==> src/rtl/lsu_if.sv <==
// ---------------------------------------------------------------------------
// lsu_if - data-memory bus between the load/store unit and data memory.
//
// Signals:
//   mem_req    LSU -> mem   request, held until mem_gnt
//   mem_we     LSU -> mem   write enable (1 = store)
//   mem_addr   LSU -> mem   word-aligned address
//   mem_be     LSU -> mem   byte enables
//   mem_wdata  LSU -> mem   lane-replicated store data
//   mem_gnt    mem -> LSU   request accepted
//   mem_rvalid mem -> LSU   access complete; mem_rdata valid for loads
//   mem_rdata  mem -> LSU   read word
//
// Modports: master = LSU side, slave = memory side.
// ---------------------------------------------------------------------------
interface lsu_if #(
    parameter int XLEN = 32
);
    logic            mem_req;
    logic            mem_we;
    logic [XLEN-1:0] mem_addr;
    logic [3:0]      mem_be;
    logic [XLEN-1:0] mem_wdata;
    logic            mem_gnt;
    logic            mem_rvalid;
    logic [XLEN-1:0] mem_rdata;

    modport master (
        output mem_req, mem_we, mem_addr, mem_be, mem_wdata,
        input  mem_gnt, mem_rvalid, mem_rdata
    );

    modport slave (
        input  mem_req, mem_we, mem_addr, mem_be, mem_wdata,
        output mem_gnt, mem_rvalid, mem_rdata
    );
endinterface

==> src/rtl/lsu.sv <==
// ---------------------------------------------------------------------------
// lsu - RV32I load/store unit sitting downstream of the ALU.
//
// Takes the ALU result as effective address, issues one outstanding
// req/gnt/rvalid access to data memory, aligns store data onto byte lanes
// and extracts/extends load data. Misaligned or illegal accesses are
// answered with rsp_err without touching memory.
//
// Ports:
//   clk, rst       clock, asynchronous active-high reset
//   req_valid      memory instruction present (address valid)
//   req_ready      high only while idle; the core stalls on low
//   req_is_store   1 = store, 0 = load
//   req_funct3     RV32I funct3
//   req_addr       effective address
//   req_wdata      store data (rs2)
//   rsp_valid      one-cycle completion pulse (no backpressure)
//   rsp_rdata      extended load data; 0 for stores and errors
//   rsp_err        misaligned/illegal access, valid with rsp_valid
//   mem            data-memory bus (lsu_if.master)
//
// XLEN must be 32; the lane logic is written for a 4-byte word.
// ---------------------------------------------------------------------------
module lsu #(
    parameter int XLEN = 32
) (
    input  logic            clk,
    input  logic            rst,
    input  logic            req_valid,
    output logic            req_ready,
    input  logic            req_is_store,
    input  logic [2:0]      req_funct3,
    input  logic [XLEN-1:0] req_addr,
    input  logic [XLEN-1:0] req_wdata,
    output logic            rsp_valid,
    output logic [XLEN-1:0] rsp_rdata,
    output logic            rsp_err,
    lsu_if.master           mem
);

    typedef enum logic [1:0] {
        IDLE = 2'd0,
        REQ  = 2'd1,
        WAIT = 2'd2,
        ERR  = 2'd3
    } state_t;

    state_t          state_q, state_d;

    // Registered outputs
    logic            req_ready_q, req_ready_d;
    logic            rsp_valid_q, rsp_valid_d;
    logic [XLEN-1:0] rsp_rdata_q, rsp_rdata_d;
    logic            rsp_err_q,   rsp_err_d;
    logic            mem_req_q,   mem_req_d;
    logic            mem_we_q,    mem_we_d;
    logic [XLEN-1:0] mem_addr_q,  mem_addr_d;
    logic [3:0]      mem_be_q,    mem_be_d;
    logic [XLEN-1:0] mem_wdata_q, mem_wdata_d;

    // Captured request attributes needed at load completion
    logic [2:0]      f3_q,    f3_d;
    logic [1:0]      off_q,   off_d;
    logic            store_q, store_d;

    // ---------------- request decode (incoming, IDLE only) ----------------
    logic [1:0]      req_off;
    logic            req_illegal;
    logic            req_misaligned;
    logic [3:0]      req_be;
    logic [XLEN-1:0] req_wdata_fmt;

    assign req_off = req_addr[1:0];

    // Loads: 011, 110, 111 are illegal. Stores: 1xx and 011 are illegal.
    assign req_illegal = req_is_store
                       ? (req_funct3[2] || (req_funct3[1:0] == 2'b11))
                       : ((req_funct3[1:0] == 2'b11) || (req_funct3 == 3'b110));

    assign req_misaligned = ((req_funct3[1:0] == 2'b01) && req_off[0])
                         || ((req_funct3[1:0] == 2'b10) && (req_off != 2'b00));

    always_comb begin
        req_be        = 4'b1111;
        req_wdata_fmt = req_wdata;
        case (req_funct3[1:0])
            2'b00: begin
                req_be        = 4'b0001 << req_off;
                req_wdata_fmt = {4{req_wdata[7:0]}};
            end
            2'b01: begin
                req_be        = 4'b0011 << req_off;
                req_wdata_fmt = {2{req_wdata[15:0]}};
            end
            default: begin
                req_be        = 4'b1111;
                req_wdata_fmt = req_wdata;
            end
        endcase
    end

    // ---------------- load extraction (captured attributes) ----------------
    logic [XLEN-1:0] rd_shift;
    logic [7:0]      rd_byte;
    logic [15:0]     rd_half;
    logic [XLEN-1:0] load_data;

    assign rd_shift = mem.mem_rdata >> {off_q, 3'b000};
    assign rd_byte  = rd_shift[7:0];
    assign rd_half  = off_q[1] ? mem.mem_rdata[31:16] : mem.mem_rdata[15:0];

    always_comb begin
        load_data = mem.mem_rdata;
        case (f3_q)
            3'b000:  load_data = {{24{rd_byte[7]}}, rd_byte};
            3'b001:  load_data = {{16{rd_half[15]}}, rd_half};
            3'b100:  load_data = {24'd0, rd_byte};
            3'b101:  load_data = {16'd0, rd_half};
            default: load_data = mem.mem_rdata;
        endcase
    end

    // ---------------- next-state / next-output logic ----------------
    always_comb begin
        state_d     = state_q;
        rsp_valid_d = 1'b0;
        rsp_err_d   = 1'b0;
        rsp_rdata_d = '0;
        mem_req_d   = mem_req_q;
        mem_we_d    = mem_we_q;
        mem_addr_d  = mem_addr_q;
        mem_be_d    = mem_be_q;
        mem_wdata_d = mem_wdata_q;
        f3_d        = f3_q;
        off_d       = off_q;
        store_d     = store_q;

        case (state_q)
            IDLE: begin
                if (req_valid) begin
                    f3_d        = req_funct3;
                    off_d       = req_off;
                    store_d     = req_is_store;
                    mem_we_d    = req_is_store;
                    mem_addr_d  = {req_addr[XLEN-1:2], 2'b00};
                    mem_be_d    = req_be;
                    mem_wdata_d = req_wdata_fmt;
                    if (req_illegal || req_misaligned) begin
                        // Response is registered here so it is visible during ERR.
                        state_d     = ERR;
                        rsp_valid_d = 1'b1;
                        rsp_err_d   = 1'b1;
                    end else begin
                        state_d   = REQ;
                        mem_req_d = 1'b1;
                    end
                end
            end
            REQ: begin
                if (mem.mem_gnt) begin
                    state_d   = WAIT;
                    mem_req_d = 1'b0;
                end
            end
            WAIT: begin
                if (mem.mem_rvalid) begin
                    state_d     = IDLE;
                    rsp_valid_d = 1'b1;
                    rsp_rdata_d = store_q ? '0 : load_data;
                end
            end
            ERR: begin
                state_d = IDLE;
            end
            default: begin
                state_d = IDLE;
            end
        endcase

        req_ready_d = (state_d == IDLE);
    end

    // ---------------- state register ----------------
    always_ff @(posedge clk or posedge rst) begin
        if (rst) begin
            state_q     <= IDLE;
            req_ready_q <= 1'b1;
            rsp_valid_q <= 1'b0;
            rsp_rdata_q <= '0;
            rsp_err_q   <= 1'b0;
            mem_req_q   <= 1'b0;
            mem_we_q    <= 1'b0;
            mem_addr_q  <= '0;
            mem_be_q    <= '0;
            mem_wdata_q <= '0;
            f3_q        <= '0;
            off_q       <= '0;
            store_q     <= 1'b0;
        end else begin
            state_q     <= state_d;
            req_ready_q <= req_ready_d;
            rsp_valid_q <= rsp_valid_d;
            rsp_rdata_q <= rsp_rdata_d;
            rsp_err_q   <= rsp_err_d;
            mem_req_q   <= mem_req_d;
            mem_we_q    <= mem_we_d;
            mem_addr_q  <= mem_addr_d;
            mem_be_q    <= mem_be_d;
            mem_wdata_q <= mem_wdata_d;
            f3_q        <= f3_d;
            off_q       <= off_d;
            store_q     <= store_d;
        end
    end

    assign req_ready     = req_ready_q;
    assign rsp_valid     = rsp_valid_q;
    assign rsp_rdata     = rsp_rdata_q;
    assign rsp_err       = rsp_err_q;
    assign mem.mem_req   = mem_req_q;
    assign mem.mem_we    = mem_we_q;
    assign mem.mem_addr  = mem_addr_q;
    assign mem.mem_be    = mem_be_q;
    assign mem.mem_wdata = mem_wdata_q;

endmodule

==> src/flat_wrapper.sv <==
// flat-port wrapper written by rule: the top's interface ports become plain ports
module lsu_flat 
#(
    parameter int XLEN = 32
)
  (clk, rst, req_valid, req_ready, req_is_store, req_funct3, req_addr, req_wdata, rsp_valid, rsp_rdata, rsp_err, mem_mem_req, mem_mem_we, mem_mem_addr, mem_mem_be, mem_mem_wdata, mem_mem_gnt, mem_mem_rvalid, mem_mem_rdata);
  lsu_if #(.XLEN(XLEN)) mem_i ();
  input  logic clk;
  input  logic rst;
  input  logic req_valid;
  output logic req_ready;
  input  logic req_is_store;
  input  logic [2:0] req_funct3;
  input  logic [XLEN-1:0] req_addr;
  input  logic [XLEN-1:0] req_wdata;
  output logic rsp_valid;
  output logic [XLEN-1:0] rsp_rdata;
  output logic rsp_err;
  output wire logic [$bits(mem_i.mem_req)-1:0] mem_mem_req;
  output wire logic [$bits(mem_i.mem_we)-1:0] mem_mem_we;
  output wire logic [$bits(mem_i.mem_addr)-1:0] mem_mem_addr;
  output wire logic [$bits(mem_i.mem_be)-1:0] mem_mem_be;
  output wire logic [$bits(mem_i.mem_wdata)-1:0] mem_mem_wdata;
  input wire logic [$bits(mem_i.mem_gnt)-1:0] mem_mem_gnt;
  input wire logic [$bits(mem_i.mem_rvalid)-1:0] mem_mem_rvalid;
  input wire logic [$bits(mem_i.mem_rdata)-1:0] mem_mem_rdata;
  assign mem_mem_req = mem_i.mem_req;
  assign mem_mem_we = mem_i.mem_we;
  assign mem_mem_addr = mem_i.mem_addr;
  assign mem_mem_be = mem_i.mem_be;
  assign mem_mem_wdata = mem_i.mem_wdata;
  assign mem_i.mem_gnt = mem_mem_gnt;
  assign mem_i.mem_rvalid = mem_mem_rvalid;
  assign mem_i.mem_rdata = mem_mem_rdata;
  lsu #(.XLEN(XLEN)) u_core (.clk(clk), .rst(rst), .req_valid(req_valid), .req_ready(req_ready), .req_is_store(req_is_store), .req_funct3(req_funct3), .req_addr(req_addr), .req_wdata(req_wdata), .rsp_valid(rsp_valid), .rsp_rdata(rsp_rdata), .rsp_err(rsp_err), .mem(mem_i));
endmodule
==> config.mk <==
export PLATFORM = sky130hd
export DESIGN_NAME = lsu_flat
export DESIGN_NICKNAME = d
export VERILOG_FILES = /design/src/rtl/lsu_if.sv /design/src/rtl/lsu.sv /design/src/flat_wrapper.sv
export SDC_FILE = /design/constraint.sdc
export NUM_CORES = 1
export LEC_CHECK = 0
export CORE_ASPECT_RATIO = 0.5
export CORE_MARGIN = 4
export CORE_UTILIZATION = 39
export CTS_CLUSTER_SIZE = 14
export DETAILED_ROUTE_END_ITERATION = 16
export GPL_TIMING_DRIVEN = 0
export PLACE_DENSITY = 0.86
export SLEW_MARGIN = 20
export SYNTH_ARGS = -nofsm -noshare
export SYNTH_HDL_FRONTEND = slang
export SYNTH_SLANG_ARGS = --single-unit
==> constraint.sdc <==
create_clock -name clk -period 4.18 [get_ports clk]
set_input_delay 1.254 -clock clk [delete_from_list [all_inputs] [get_ports clk]]
set_output_delay 1.254 -clock clk [all_outputs]
set_load 0.03 [all_outputs]
---- Yosys cells after proc, flatten, opt, wreduce, memory -nomap -nowiden ----
Index checks and enable logic that the tools add are counted.
W data, S select, Z words.
storage, ports and cells
  logic and storage cells ................. 64
  RAM bits ................................ 0
  flip-flop bits (word level) ............. 110
  output and inout bits ................... 105
  bits of input ports ..................... 105
  latch bits .............................. 0
  memories ................................ 0
  bits in read-only memories .............. 0
cells by class
  divide/modulo/power cells ............... 0
  reduce and logical (&&, ||, !) cells .... 14
  bitwise logic cells ..................... 0
  $lt $le $gt $ge ......................... 0
  add/subtract/negate cells ............... 0
  equality and inequality tests ........... 13
  shifts and indexed selects .............. 3
  multipliers ............................. 0
  muxes and demuxes ....................... 22
operator list
  kind                   number
  $pmux W32 S4           1
  $mux W32               3
  $pmux W32 S2           1
  $shr A32 B5 Y8         1
  $mux W16               1
  $eq A3 B3 Y1 const B   3
  $eq A2 B2 Y1 const B   4
  $mux W1                8
  $mux W2                4
  $pmux W2 S4            1
  $pmux W4 S2            1
  $logic_not A2 Y1       3
  $ne A2 B2 Y1 const B   3
  $eq A2 B1 Y1 const B   2
  $logic_or A1 B1 Y1     4
  $pmux W1 S2            2
  $reduce_and A4 Y1      1
  $reduce_bool A2 Y1     2
  $shl A1 B2 Y4 const A  1
  $shl A2 B2 Y4 const A  1
  $eq A3 B1 Y1 const B   1
  $logic_not A3 Y1       1
  $logic_and A1 B1 Y1    2
  $reduce_and A2 Y1      1

---- Depth between registers and ports, before layout ----
  depth after elaboration ................. 8
  mapped depth ............................ 5
  depth with buffers taken out ............ 3

---- Worst setup path before layout ----
No wires, ideal clock.
  path kind ............................... input port to flip-flop
  start ................................... input req_funct3[0]
  end ..................................... register u_core.mem_wdata_q[24] (netlist: u_core.mem.mem_wdata[24])
  setup slack ............................. 1.848 ns
  setup time .............................. 0.125 ns
  stages .................................. 5
  buffers on the path ..................... 2
  data required time ...................... 4.055 ns
  arrival ................................. 2.207 ns
  cell sequence ........................... clkbuf_1 -> buf_2 -> mux2i_1 -> o21ai_0 -> mux2_2
between the ends
  word-level cells in the longest chain between the ends .. 2
  elaborated cells between the ends (all ways) .. 3
  those cells by class .................... eq/ne: 1; mux: 1; reduce/logical: 1
ends and longest elaborated chain
  element                                           RTL line            RTL
  start, declared                                   flat_wrapper.sv:13  input logic [2:0] req_funct3;
  $eq A2 B1 Y1 or $logic_not A2 Y1 (tied branches)  lsu.sv:86           case (req_funct3[1:0])
  $pmux W32 S2 (*)                                  lsu.sv:86
  end signal, assigned                              lsu.sv:209          mem_wdata_q <= mem_wdata_d;
  end, declared                                     lsu.sv:59           logic [XLEN-1:0] mem_wdata_q, mem_wdata_d;
Every way passes the cells marked *; elsewhere a longest branch is shown, timed or not.
A chain may end at the register's enable or synchronous reset.

---- Worst setup path in the final report ----
  start ................................... register u_core.req_ready_q (netlist: u_core.req_ready)
  end ..................................... output req_ready
RTL lines
  element                 RTL line            RTL
  start, declared         lsu.sv:51           logic req_ready_q, req_ready_d;
  start signal, assigned  lsu.sv:201          req_ready_q <= req_ready_d;
  end, declared           flat_wrapper.sv:11  output logic req_ready;
No word-level cell between the ends.

==> results.json <==
{
  "timing.critical_path.buf_inv": 1,
  "netlist_top_cells_area": "sky130_fd_sc_hd__dfrtp_1 (55%), sky130_fd_sc_hd__mux2_2 (12%), sky130_fd_sc_hd__mux2i_1 (5.2%)",
  "grt_pass1_vias": 4420,
  "grt_overflow": 0,
  "vdd_ir_drop_max_mv": 0.4705,
  "result_of_the_run": "completed",
  "powerDensity_nw_per_um2": 716.5,
  "yosys_warnings": 0,
  "synth_seq_area_share_pct": 55.19,
  "place.gp.congestion": 0.9050,
  "cp_data_arrival_time_ps": 1530,
  "drt-pass1-iter-count": 4,
  "layoutNonFillerInstCount": 799,
  "power_mw": 5.424,
  "maxSlewViolCount": 0,
  "tightestPinTransition_ps": 580.5,
  "grt_max_degree": 64,
  "cp-end-kind": "output port",
  "cp_cell_sequence": "clkdlybuf4s50_1",
  "post_synth.cell_area_avg_um2": 12.17,
  "grt_setup_unrepaired": "no",
  "initial_utilization_pct": 41.05,
  "core_area_um2": 12160,
  "yosysUniqueCellTypes": 41,
  "dieArea_um2": 14780,
  "relSlewSlack_pct": 61.30,
  "die_h_um": 87.98,
  "synth_edf_count": 0,
  "synthesis.area_um2": 4990,
  "dominant_delay_contributor_by_cell_family_on_the_critical_path": "buffers and inverters",
  "cts_made_buffers": 9,
  "share_of_yosys_cell_area_claimed_by_the_top_area_cell_type_pct": 54.66,
  "dp_worst_setup_slack_ps": 1184,
  "detail_route.wl_per_cell_um": 18.63,
  "dpl.cell_count": 783,
  "totalWireLength_um": 14890,
  "fin_crit_ps": 2782,
  "final.setup.worst_slack_ps": 1398,
  "cts_hold_buffers": 0,
  "count_of_pins_on_the_block_boundary": 210,
  "total_setup_violations_reported_at_the_end_of_the_flow": 0,
  "io_buffers": 206,
  "ys_dominant_reg_cell": "sky130_fd_sc_hd__dfrtp_1",
  "cts-root-buf": "sky130_fd_sc_hd__clkbuf_16",
  "htree_num_levels": 3,
  "fin_hold_ws_ps": 508.0,
  "layout-drive-gt1-share_pct": 17.19,
  "ys_seq_elements": 110,
  "antenna-diode-count": 0,
  "cts-resized-gates": 0,
  "dpl-instance-area_um2": 7295,
  "finalCritPeriodShare_pct": 66.56,
  "die_w_um": 168.0,
  "netlist_instances": 410,
  "timing.critical_path.slowest_cell_delay_ps": 670,
  "post-cts-setup-buffer-count": 0,
  "global_route.peak_usage_layer": "met2",
  "crit_fanout": 1,
  "hold_crit_class": "reg -> reg",
  "cp_data_required_time_ps": 2930,
  "route.detailed.drc": 0,
  "grt.total_usage_pct": 20.07,
  "cts_tree": "built",
  "hold_viol": 0,
  "net_count_reported_at_finish": 734,
  "synth_common_cells": "sky130_fd_sc_hd__dfrtp_1 (109), sky130_fd_sc_hd__mux2_2 (51), sky130_fd_sc_hd__nor2_1 (31), sky130_fd_sc_hd__mux2i_1 (26), sky130_fd_sc_hd__a21oi_1 (24)",
  "asyncSetResetFlopFracSynth_pct": 100.0,
  "largest_buffer_count_on_any_clock_path": 2,
  "max_cap_viol_count": 0,
  "global_route.usage.met2_pct": 34.93,
  "rows": 28,
  "layout-area-overhead-vs-synth_pct": 51.71,
  "finalClockSkew_ps": 5.480,
  "synth.most_common_cell": "sky130_fd_sc_hd__dfrtp_1",
  "worstSetupStartpointType": "flip-flop",
  "grtUsageMet3_pct": 6.357,
  "antenna_violations_before_repair": 0,
  "grt_pass1_wl_um": 23480,
  "finalInstanceArea_um2": 7570,
  "clk_lat_worst_skew_ps": 340,
  "clk_pin_slew_ps": 70,
  "slowest_cell_on_the_critical_path": "sky130_fd_sc_hd__clkdlybuf4s50_1",
  "synth_largest_area_cell": "sky130_fd_sc_hd__dfrtp_1",
  "clock_sinks": 110,
  "route.detailed.vias_per_inst": 5.183,
  "timing.setup.critical_path_class": "reg -> out",
  "dr_total_vias": 4141,
  "max_clock_freq_mhz": 359.4,
  "antenna_violating_nets_left": 0,
  "detailedRoute.firstIterationViolations": 240,
  "globalRouteMet1Util_pct": 24.15,
  "power_leakage_nw": 3.137,
  "place.detailed.hpwl_um": 11530
}
where the power goes:
group          switching, mW  internal [mW]
Clock                  0.393          0.406
Sequential             0.220           1.48
Combinational           1.63           1.29
Total                   2.24           3.18
cell usage in the layout (no fill, tap or decap), drive strengths merged, types with 8 or more instances in the layout:
master	netlist	final
o31ai	17	17
buf	27	28
o21a	8	8
nor3b	8	8
nand2	14	14
o21ai	19	19
clkbuf	7	16
mux2	51	51
nand3	18	18
a21oi	24	24
clkdlybuf4s50	0	206
dfrtp	109	109
nor2	32	32
mux2i	26	26
a211oi	8	8
cell type report:
type	count	area, um^2
clock buffer	9	225.2
fill	948	4587
multi-input combinational	260	2022
buffer	34	191.4
clock inverter	7	50.05
tap	165	206.4
sequential	110	2754
inverter	7	31.28
timing repair buffer	207	2090
worst paths after layout:
kind / from / slack [ps] / cells after the start / to
max in group asynchronous: rst / 2190 / 3 / u_core.mem.mem_wdata[13]$_DFFE_PP0P_
setup reg to reg: u_core.state_q[1]$_DFF_PP0_ / 2410 / 3 / u_core.mem.mem_wdata[29]$_DFFE_PP0P_
min in group asynchronous: rst / 1360 / 2 / u_core.mem.mem_addr[16]$_DFFE_PP0P_
setup / recovery: u_core.req_ready$_DFF_PP1_ / 1400 / 1 / req_ready
hold / removal: u_core.mem.mem_addr[27]$_DFFE_PP0P_ / 510 / 1 / u_core.mem.mem_addr[27]$_DFFE_PP0P_
hold reg to reg: u_core.mem.mem_addr[27]$_DFFE_PP0P_ / 510 / 1 / u_core.mem.mem_addr[27]$_DFFE_PP0P_
worst register-to-register path: stages, from the launching register on:
cell,delay (ps)
sky130_fd_sc_hd__dfrtp_1,450
sky130_fd_sc_hd__nor3b_2,450
sky130_fd_sc_hd__buf_2,380
sky130_fd_sc_hd__mux2_2,380
metal layers:
metal | wire, um | vias to the layer above
met5 | 0 | -
met2 | 7537 | 136
met4 | 312 | 0
met1 | 5914 | 2064
met3 | 1123 | 27
li1 | - | 1914
registers in the layout, summed over array words and instances (netlist names):
signal,flops
u_core.f3_q,3
u_core.mem.mem_addr,30
u_core.mem.mem_be,4
u_core.mem.mem_req,1
u_core.mem.mem_wdata,32
u_core.mem.mem_we,1
u_core.off_q,2
u_core.req_ready,1
u_core.rsp_err,1
u_core.rsp_rdata,32
u_core.rsp_valid,1
u_core.state_q,2
kinds of logic (layout without fill, tap and decap cells):
| logic type | count (synthesis) | after routing | share of synthesized area, % |
|---|---|---|---|
| buffers and inverters | 41 | 264 | 4.363 |
| multiplexers | 84 | 84 | 19.88 |
| other | 1 | 2 | 0.07515 |
| flip-flops | 110 | 110 | 55.19 |
| AO/OA/AOI/OAI | 92 | 92 | 12.41 |
| AND/OR/NAND/NOR | 82 | 82 | 8.075 |
through the flow:
step,utilization [%],TNS [ps]
after floorplan,-,0
after global placement,59.74,-166250
after detailed placement,60.00,0
after CTS,62.27,0
after global routing,62.27,0
final,62.27,0
No activity file was read; power rests on OpenSTA's default activity.
